[config.mk]
export PLATFORM = sky130hd
export DESIGN_NAME = agen_slot
export DESIGN_NICKNAME = d
export VERILOG_FILES = /design/src/rtl/agen_slot_pkg.sv /design/src/rtl/agen_slot_onehot_enc.sv /design/src/rtl/agen_slot.sv
export SDC_FILE = /design/constraint.sdc
export NUM_CORES = 1
export LEC_CHECK = 0
export ABC_AREA = 1
export BUFFER_PORTS_ARGS = -buffer_cell sky130_fd_sc_hd__buf_2
export CAP_MARGIN = 40
export CORE_UTILIZATION = 55
export CTS_CLUSTER_DIAMETER = 150
export DETAILED_ROUTE_END_ITERATION = 16
export GPL_TIMING_DRIVEN = 0
export PLACE_DENSITY = 0.77
export SETUP_SLACK_MARGIN = 0.2
export SLEW_MARGIN = 0
export SYNTH_ARGS = -nofsm -noshare
export SYNTH_HDL_FRONTEND = slang
export SYNTH_SLANG_ARGS = --single-unit
export TNS_END_PERCENT = 10
[constraint.sdc]
create_clock -name clk -period 7.67 [get_ports clk]
set_input_delay 0.767 -clock clk [delete_from_list [all_inputs] [get_ports clk]]
set_output_delay 0.767 -clock clk [all_outputs]
set_load 0.03 [all_outputs]
[src/rtl/agen_slot_pkg.sv]
// Shared types for the AGEN issue slot and its helpers.
// Access sizes, queue id, writeback bundle, FSM states, alignment masks.
package agen_slot_pkg;

  localparam int AGEN_IQ   = 8;
  localparam int AGEN_QIDW = $clog2(AGEN_IQ);
  localparam int AGEN_AWID = 52;

  typedef enum logic [1:0] {
    SZ_BYTE  = 2'd0,
    SZ_HALF  = 2'd1,
    SZ_WORD  = 2'd2,
    SZ_DWORD = 2'd3
  } AgenSize;

  typedef logic [AGEN_QIDW-1:0] Qid;

  typedef struct packed {
    Qid                   qid;
    logic [AGEN_AWID-1:0] addr;
    logic                 fault;
  } agen_wb_t;

  typedef enum logic [1:0] {
    ST_IDLE = 2'd0,
    ST_CALC = 2'd1,
    ST_WB   = 2'd2
  } agen_state_e;

  // Low address bits that must be zero for an aligned access.
  function automatic logic [2:0] align_mask(AgenSize sz);
    logic [2:0] m;
    m = 3'b000;
    unique case (sz)
      SZ_BYTE:  m = 3'b000;
      SZ_HALF:  m = 3'b001;
      SZ_WORD:  m = 3'b011;
      SZ_DWORD: m = 3'b111;
    endcase
    return m;
  endfunction

endpackage

[src/rtl/agen_slot_onehot_enc.sv]
// One-hot to binary index encoder with a one-hot validity flag.
// Shared by issue-consuming slots (agen, alu, fpu).
module onehot_enc #(
  parameter int N = 8,
  parameter int W = $clog2(N)
) (
  input  logic [N-1:0] vec_i,
  output logic [W-1:0] idx_o,
  output logic         onehot_ok_o
);

  // OR together the indices of all set bits; exact when one-hot.
  always_comb begin
    idx_o = '0;
    for (int i = 0; i < N; i++) begin
      if (vec_i[i]) idx_o = idx_o | W'(i);
    end
  end

  assign onehot_ok_o = (vec_i != '0) &&
                       ((vec_i & (vec_i - N'(1))) == '0);

endmodule

[src/rtl/agen_slot.sv]
// AGEN issue slot: accepts one IQ entry, computes base+(index<<scale)+disp,
// and returns it with its queue id on a req/ack writeback handshake.
module agen_slot
  import agen_slot_pkg::*;
#(
  parameter int IQ_ENTRIES = 8,
  parameter int QIDW       = $clog2(IQ_ENTRIES),
  parameter int AWID       = 52,
  parameter int AGEN_LAT   = 2
) (
  input  logic                  clk,
  input  logic                  rst,
  input  logic                  ce,
  input  logic [IQ_ENTRIES-1:0] issue_i,
  input  logic [AWID-1:0]       base_i,
  input  logic [AWID-1:0]       index_i,
  input  logic [AWID-1:0]       disp_i,
  input  logic [1:0]            scale_i,
  input  logic [1:0]            size_i,
  input  logic [IQ_ENTRIES-1:0] kill_i,
  output logic                  idle_o,
  output logic                  wb_req_o,
  input  logic                  wb_ack_i,
  output logic [QIDW-1:0]       wb_qid_o,
  output logic [AWID-1:0]       wb_addr_o,
  output logic                  wb_fault_o,
  output logic                  err_o
);

  localparam logic [1:0] CNT_INIT = 2'(AGEN_LAT - 1);

  agen_state_e       state_q, state_d;
  logic [1:0]        cnt_q, cnt_d;
  logic [QIDW-1:0]   qid_q, qid_d;
  logic [AWID-1:0]   base_q, base_d;
  logic [AWID-1:0]   index_q, index_d;
  logic [AWID-1:0]   disp_q, disp_d;
  logic [1:0]        scale_q, scale_d;
  AgenSize           size_q, size_d;
  logic              req_q, req_d;
  logic [QIDW-1:0]   wqid_q, wqid_d;
  logic [AWID-1:0]   waddr_q, waddr_d;
  logic              wfault_q, wfault_d;
  logic              err_q, err_d;

  logic [QIDW-1:0]   enc_idx;
  logic              enc_ok;
  logic              is_idle;
  logic              issue_any;
  logic              accept;
  logic              kill_hit;

  logic [AWID-1:0]   src_base;
  logic [AWID-1:0]   src_index;
  logic [AWID-1:0]   src_disp;
  logic [1:0]        src_scale;
  AgenSize           src_size;
  logic [QIDW-1:0]   src_qid;
  logic [AWID-1:0]   sum;
  logic              misal;

  onehot_enc #(
    .N (IQ_ENTRIES),
    .W (QIDW)
  ) u_enc (
    .vec_i       (issue_i),
    .idx_o       (enc_idx),
    .onehot_ok_o (enc_ok)
  );

  assign is_idle   = (state_q == ST_IDLE);
  assign issue_any = |issue_i;
  assign accept    = is_idle && enc_ok && !kill_i[enc_idx];
  assign kill_hit  = kill_i[qid_q];
  assign idle_o    = is_idle && !issue_any;

  // Operands come straight from the issue bus when loading from IDLE
  // (single-cycle latency), otherwise from the latched copy.
  always_comb begin
    src_base  = is_idle ? base_i  : base_q;
    src_index = is_idle ? index_i : index_q;
    src_disp  = is_idle ? disp_i  : disp_q;
    src_scale = is_idle ? scale_i : scale_q;
    src_size  = is_idle ? AgenSize'(size_i) : size_q;
    src_qid   = is_idle ? enc_idx : qid_q;
    sum       = src_base + (src_index << src_scale) + src_disp;
    misal     = |(sum[2:0] & align_mask(src_size));
  end

  // Next-state logic: issue accept, latency countdown, writeback, kill.
  always_comb begin
    state_d  = state_q;
    cnt_d    = cnt_q;
    qid_d    = qid_q;
    base_d   = base_q;
    index_d  = index_q;
    disp_d   = disp_q;
    scale_d  = scale_q;
    size_d   = size_q;
    req_d    = req_q;
    wqid_d   = wqid_q;
    waddr_d  = waddr_q;
    wfault_d = wfault_q;
    err_d    = 1'b0;
    if (ce) begin
      err_d = issue_any && (!is_idle || !enc_ok);
      unique case (state_q)
        ST_IDLE: begin
          if (accept) begin
            qid_d   = enc_idx;
            base_d  = base_i;
            index_d = index_i;
            disp_d  = disp_i;
            scale_d = scale_i;
            size_d  = AgenSize'(size_i);
            cnt_d   = CNT_INIT;
            if (AGEN_LAT == 1) begin
              state_d  = ST_WB;
              req_d    = 1'b1;
              wqid_d   = src_qid;
              waddr_d  = sum;
              wfault_d = misal;
            end else begin
              state_d = ST_CALC;
            end
          end
        end
        ST_CALC: begin
          if (kill_hit) begin
            state_d = ST_IDLE;
          end else begin
            cnt_d = cnt_q - 2'd1;
            if (cnt_q <= 2'd1) begin
              state_d  = ST_WB;
              req_d    = 1'b1;
              wqid_d   = src_qid;
              waddr_d  = sum;
              wfault_d = misal;
            end
          end
        end
        ST_WB: begin
          if (wb_ack_i || kill_hit) begin
            state_d = ST_IDLE;
            req_d   = 1'b0;
          end
        end
        default: begin
          state_d = ST_IDLE;
          req_d   = 1'b0;
        end
      endcase
    end
  end

  // State and output registers.
  always_ff @(posedge clk or negedge rst) begin
    if (!rst) begin
      state_q  <= ST_IDLE;
      cnt_q    <= '0;
      qid_q    <= '0;
      base_q   <= '0;
      index_q  <= '0;
      disp_q   <= '0;
      scale_q  <= '0;
      size_q   <= SZ_BYTE;
      req_q    <= 1'b0;
      wqid_q   <= '0;
      waddr_q  <= '0;
      wfault_q <= 1'b0;
      err_q    <= 1'b0;
    end else begin
      state_q  <= state_d;
      cnt_q    <= cnt_d;
      qid_q    <= qid_d;
      base_q   <= base_d;
      index_q  <= index_d;
      disp_q   <= disp_d;
      scale_q  <= scale_d;
      size_q   <= size_d;
      req_q    <= req_d;
      wqid_q   <= wqid_d;
      waddr_q  <= waddr_d;
      wfault_q <= wfault_d;
      err_q    <= err_d;
    end
  end

  assign wb_req_o   = req_q;
  assign wb_qid_o   = wqid_q;
  assign wb_addr_o  = waddr_q;
  assign wb_fault_o = wfault_q;
  assign err_o      = err_q;

endmodule
==> summary.txt, run 1 <==
Setup path
  – CP bufs+invs: 4
  – Startpoint Class: flop
  – Most used cell, CP: nand2_1
  – Nature of the critical path endpoint: flop
  – Crit path largest cell delay: between 0.8 and 0.9 ns
  – Crit Path Class: reg2reg
  – Cell breakdown of the critical path: nor2_2, buf_2, buf_6, buf_2, nand2_1, o21ai_0, o21ai_0, o21ai_0, fa_1, fa_1, inv_1, nand2_1, nand3_1, nand2_1, nand2_1, nand3_1, nand2_1, nand2_1, nand2_1, o21ai_1
  – Largest delay share family, worst path: simple AND/OR/NAND/NOR gates
  – Largest fanout on the critical path: 10
  – Worst Path Arrival: approximately 5.3 ns
  – Critical path's slowest cell: o21ai_0
  – Worst EP required: ~8.1 ns

Synth
  – Post-synth cell types: 34
  – Syn Inst Count: ~2800
  – Top-count cell post-synth: nand2_1
  – Synth cell count leaders: nand2_1 (1079), inv_1 (517), dfrtp_1 (225)
  – Primary FF master, synth: dfrtp_1
  – Synth Area in Adders: a little under a tenth
  – Seq/Total Area, Yosys: about a third
  – Synth top area share: roughly a third
  – Post-Syn Area per Cell: approximately 6.4 um^2
  – Mux share of post-synthesis cell area: 0%
  – Synth area leader: dfrtp_1
  – YS warnings: 0
  – Post-Synth Simple-Gate Area: between 30 and 40%
  – Largest family of logic cells by synthesized area: simple AND/OR/NAND/NOR gates
  – Syn Nets: approximately 3100
  – Yosys reg bits: about 230
  – Post-synth EDFFs: 0
  – Main area contributors after synthesis: dfrtp_1 (32%), nand2_1 (23%), inv_1 (11%), o21ai_0 (6.0%), fa_1 (5.9%)
  – Netlist Area Pre-Place: roughly 0.018 mm^2
  – Synth Area in Compound Gates: a little over an eighth
  – Post-synthesis xor/xnor area fraction: 1.04%
  – Asr flop ratio synth: 100%

Placement
  – Post-DP HPWL: approximately 48000 um
  – Port-buffer cells: approximately 240
  – Placer Congestion: a little under 1
  – Placed Cells: about 3400

Timing
  – Max-slew headroom: between 30% and 40%
  – Max Fclk: slightly above 200 MHz
  – Minimum clock period: between 4 and 5 ns
  – Min Hold Slack: around 0.13 ns
  – Setup TNS: 0 ns
  – Worst Clk Skew: slightly above 0.008 ns
  – Final setup vio count: 0
  – Final period util: approximately 63%
  – Pins Over Slew Limit: 0
  – Final Hold Viols: 0
  – Actual slew at the worst max-slew pin: ~1 ns
  – RSZ-0062 raised after global routing: no

GRT
  – GRT Residual Overflow: 0
  – Largest net degree at the start of global routing: 88
  – Initial antenna violation count: 0
  – First-pass GRT wire length: 92600 um
  – Total GRT Usage: a little over a third
  – Vias in the first global route: roughly 18000

Clock network
  – Reg clk slew, reported paths: around 0.06 ns
  – CTS tree: built
  – CTS buffer count: 25
  – Worst-skew pair later-pin latency: ~0.56 ns
  – Clock root cell: clkbuf_16
  – Setup bufs post-CTS: 0
  – Longest Clk Path Bufs: 3
  – Hold-fix buffers, CTS: 0
  – CTS sink cnt: ~230
  – Post-CTS Resized: 0
  – H-tree lvl count: 1

Route
  – Via Count: approximately 18000
  – WL final: 58500 um
  – Avg Vias per Cell: around 5.3
  – DRC: 0
  – Final antenna-violating net count: 0
  – Iteration-0 DRC Markers: ~1500
  – Router iterations before antenna repair: 6
  – Wire per inst: 16.9 um

Finish
  – Syn-to-layout area delta: 15.2%
  – Layout Utilization: 64.5%
  – Area of the multi-input gates: between 0.009 and 0.01 mm^2
  – Nets@finish: between 3000 and 4000
  – Diode count: 0
  – Register area: approximately 0.0056 mm^2
  – Cell Count, Final, Fillers Out: approximately 3500
  – Share of layout cells above drive strength 1: between 10% and 20%
  – Fillers: 3019

Floorplanning
  – Die area: about 0.033 mm^2
  – Row count: 65
  – CORE AREA: approximately 0.032 mm^2
  – DIE WIDTH: roughly 180 um
  – Die Span Y: 181 um
  – Starting density of the core: a little under three fifths
  – I/O Pins: ~240

Run status
  – Status: completed

Run
  – Max-Cap Viols: 0

Min path
  – Hold WC Path Type: in2async
stage by stage:
stage          instance area, um^2  setup slack (ns)
5_1_grt                      20400              2.51
4_1_cts                      20400              2.95
6_report                     20400              2.80
3_3_place_gp                 19400              1.77
3_5_place_dp                 19400              2.80
2_1_floorplan                17700              3.99
cell type report:
class,instances,area share (%)
Buffer,105,2.80
Clock buffer,36,3.67
Clock inverter,9,0.910
Inverter,521,9.61
Multi-Input combinational cell,1919,46.7
Sequential cell,225,27.7
Tap cell,402,2.47
Timing Repair Buffer,240,6.17
logic make-up after synthesis:
kind of cell               Yosys count
AOI/OAI and AO/OA                  455
xor gates and xnor gates            21
adders and majority gates          103
buffers and inverters              626
DFF                                225
and+or+nand+nor                   1340
path summary, 6_finish.rpt:
kind	cells past startpoint	slack, ns	start	to
setup / recovery	20	2.80	state_q[1]$_DFFE_PN0P_	wb_addr_o[31]$_DFFE_PN0P_
hold / removal	1	0.13	rst	wb_fault_o$_DFFE_PN0P_
setup reg to reg	20	2.80	state_q[1]$_DFFE_PN0P_	wb_addr_o[31]$_DFFE_PN0P_
hold reg to reg	2	0.47	wb_qid_o[0]$_DFFE_PN0P_	wb_qid_o[0]$_DFFE_PN0P_
max in group asynchronous	3	6.30	rst	disp_q[48]$_DFFE_PN0P_
min in group clk	3	0.46	index_i[23]	index_q[23]$_DFFE_PN0P_
layer usage:
metal  vias up  GRT usage (%)  routed length [um]
met4         0           13.6                2300
li1       8985              -                   -
met5         -              0                   0
met3       125           4.88                4480
met2       751           59.6               26900
met1      8409           48.5               24800
layout by cell type (no fill, tap or decap), types with 15 or more instances in the layout:
| cell | synthesis | routed |
|---|---|---|
| a21oi_1 | 30 | 30 |
| buf_1 | 15 | 15 |
| buf_2 | 35 | 272 |
| buf_6 | 16 | 16 |
| clkbuf_1 | 36 | 39 |
| clkbuf_16 | 0 | 25 |
| dfrtp_1 | 225 | 225 |
| fa_1 | 52 | 52 |
| ha_1 | 51 | 51 |
| inv_1 | 517 | 517 |
| nand2_1 | 1079 | 1079 |
| nand3_1 | 91 | 91 |
| nand4_1 | 19 | 19 |
| nor2_1 | 105 | 105 |
| o21ai_0 | 211 | 211 |
| o21ai_1 | 195 | 195 |
| xnor2_1 | 19 | 19 |
registers in the layout (all words and copies together), names as in the netlist:
| signal | count |
|---|---|
| base_q | 52 |
| disp_q | 52 |
| index_q | 52 |
| wb_addr_o | 52 |
| qid_q | 3 |
| wb_qid_o | 3 |
| cnt_q | 2 |
| scale_q | 2 |
| size_q | 2 |
| state_q | 2 |
| err_o | 1 |
| wb_fault_o | 1 |
| wb_req_o | 1 |
Power of run 1 is left out: the tool's default activity adds up to more than one toggle a clock period on the data nets, which glitch-free logic cannot reach.
==> run 2: changes to the inputs <==
==> constraint.sdc (replaced) <==
create_clock -name clk -period 4.6 [get_ports clk]
set_input_delay 0.46 -clock clk [delete_from_list [all_inputs] [get_ports clk]]
set_output_delay 0.46 -clock clk [all_outputs]
set_load 0.03 [all_outputs]
==> run 2 against run 1 <==
  * Routed wire length is 0.62% higher
  * Global-route usage hardly changed
  * Critical path type unchanged
  * Clock skew up 0.0033 ns
  * First-iteration DRC count rose by 4.0%
==> summary.txt, run 2 (same netlist as run 1, synthesis figures left out) <==
Clock network
  – Clock root cell: clkbuf_16
  – Longest Clk Path Bufs: 3
  – H-tree lvl count: 1
  – CTS tree: built
  – CTS sink cnt: roughly 230
  – Reg clk slew, reported paths: ~0.06 ns
  – CTS buffer count: 25
  – Worst-skew pair later-pin latency: between 0.5 and 0.6 ns

Setup path
  – Most used cell, CP: nand2_1
  – Reg-to-reg startpoint: state_q[0]$_DFFE_PN0P_
  – Nature of the critical path endpoint: flop
  – Largest delay share family, worst path: simple AND/OR/NAND/NOR gates
  – Critical path's slowest cell: fa_1
  – Startpoint Class: flop
  – Crit Path Class: reg2reg
  – Worst Path Arrival: ~4.7 ns
  – Cell breakdown of the critical path: inv_1, nand2_1, buf_2, clkbuf_1, o21ai_2, o21ai_0, nand2_1, o21ai_0, fa_1, inv_1, ha_1, nand2_1, nor3_1, nand2_1, nor3_1, nand2_1, nand3_1, nand2_1, nand3_1, nand2_1
  – Crit path largest cell delay: slightly above 0.6 ns
  – Crit path launch: state_q[0]$_DFFE_PN0P_
  – CP bufs+invs: 4
  – Largest fanout on the critical path: 10
  – Worst EP required: about 5.1 ns

Timing
  – RSZ-0062 raised after global routing: yes
  – Final period util: 93.2%
  – Actual slew at the worst max-slew pin: roughly 0.74 ns
  – Max Fclk: between 200 and 250 MHz
  – Final Hold Viols: 0
  – Setup TNS: 0 ns
  – Minimum clock period: about 4.3 ns
  – Pins Over Slew Limit: 0
  – Worst Clk Skew: approximately 0.011 ns
  – Max-slew headroom: about 50%
  – Final setup vio count: 0

Route
  – Iteration-0 DRC Markers: between 1500 and 2000
  – Avg Vias per Cell: between 5 and 6
  – Final antenna-violating net count: 0
  – Router iterations before antenna repair: 6
  – Wire per inst: 17.0 um
  – DRC: 0
  – Via Count: approximately 18000
  – WL final: 58900 um

Placement
  – Port-buffer cells: 237
  – Placer Congestion: 0.988
  – Post-DP HPWL: 47700 um

GRT
  – Met2 Use GR: 59.5%
  – GRT Residual Overflow: 0
  – Largest net degree at the start of global routing: 88
  – Busiest grt layer: met2
  – Met3 GRT Util: between 4 and 5%
  – First-pass GRT wire length: roughly 93000 um
  – Initial antenna violation count: 0
  – M1 GR Usage: 48.5%
  – Total GRT Usage: approximately 36%
  – Vias in the first global route: roughly 18000

Run status
  – Status: completed

Finish
  – Most frequent cells in the layout: nand2_1 (1076), inv_1 (517), buf_2 (270)
  – Commonest non-fill, non-tap cell in the layout: nand2_1
  – Syn-to-layout area delta: 16.5%
  – Share of layout cells above drive strength 1: around 14%
  – Diode count: 0
  – Nets@finish: around 3300

Min path
  – HP Start: index_i[23]
  – Hold WC Path Type: in2reg

Floorplanning
  – Row count: 65
  – Starting density of the core: a little under three fifths
  – Die area: 0.0328 mm^2
  – Die Span Y: about 180 um
  – I/O Pins: between 200 and 250
  – CORE AREA: about 0.032 mm^2
  – DIE WIDTH: 181 um

Run
  – Max-Cap Viols: 0
run 2: cell types whose count changed in the layout (fill, tap and decap cells not counted), sizes merged:
cell         change
dlygate4sd3      +1
clkbuf           +2
run 2: path summary, 6_finish.rpt:
path | to | slack [ns] | cells past startpoint
min in group asynchronous | wb_fault_o$_DFFE_PN0P_ | 0.42 | 2
max in group asynchronous | base_q[35]$_DFFE_PN0P_ | 2.93 | 4
hold / removal | index_q[23]$_DFFE_PN0P_ | 0.15 | 3
setup reg to reg | wb_addr_o[51]$_DFFE_PN0P_ | 0.31 | 20
setup / recovery | wb_addr_o[51]$_DFFE_PN0P_ | 0.31 | 20
hold reg to reg | wb_qid_o[0]$_DFFE_PN0P_ | 0.47 | 2
run 2: cell type report:
class / instances / area (um^2)
Buffer: 105 / 624
Tap cell: 402 / 503
Clock buffer: 36 / 747
Sequential cell: 225 / 5630
Timing Repair Buffer: 243 / 1280
Inverter: 521 / 1960
Multi-Input combinational cell: 1919 / 9660
Clock inverter: 9 / 185
Fill cell: 3003 / 11000
run 2: repair_timing:
item | CTS | global route
hold endpoints to repair | 60 | 0
hold buffers | 1 | 0
endpoints found under the setup margin | 40 | 41
setup buffers | 1 | 1
gates resized for setup | 14 | 93
pin swaps | 1 | 2
run 2: through the flow:
stage	util (%)	cells	hold WS [ns]	cell area [um^2]	setup slack [ns]
after floorplan	-	2770	0.164	17700	0.962
after global placement	61.3	3409	0.453	19400	-0.990
after detailed placement	61.5	3411	0.418	19400	-0.113
after CTS	64.6	3458	0.134	20400	0.153
after global routing	65.2	3460	0.153	20600	0.165
final	65.2	3460	0.149	20600	0.315
run 2: worst reg2reg max path, cell delays in order (launching register included):
cell and delay (ns):
dfrtp_1 0.44, inv_1 0.12, nand2_1 0.12, buf_2 0.21
clkbuf_1 0.27, o21ai_2 0.27, o21ai_0 0.16, nand2_1 0.08
o21ai_0 0.23, fa_1 0.61, inv_1 0.05, ha_1 0.44
nand2_1 0.15, nor3_1 0.24, nand2_1 0.17, nor3_1 0.19
nand2_1 0.09, nand3_1 0.08, nand2_1 0.06, nand3_1 0.13
nand2_1 0.06
run 2: layer usage:
layer  part of all wire (%)  up-vias  routed length, um
met5                      0        -                  0
met4                    4.2        0               2450
met3                    7.8      129               4570
met2                     46      790              26900
met1                     42     8511              24900
li1                       -     9003                  -
Power of run 2 is left out for the same reason.
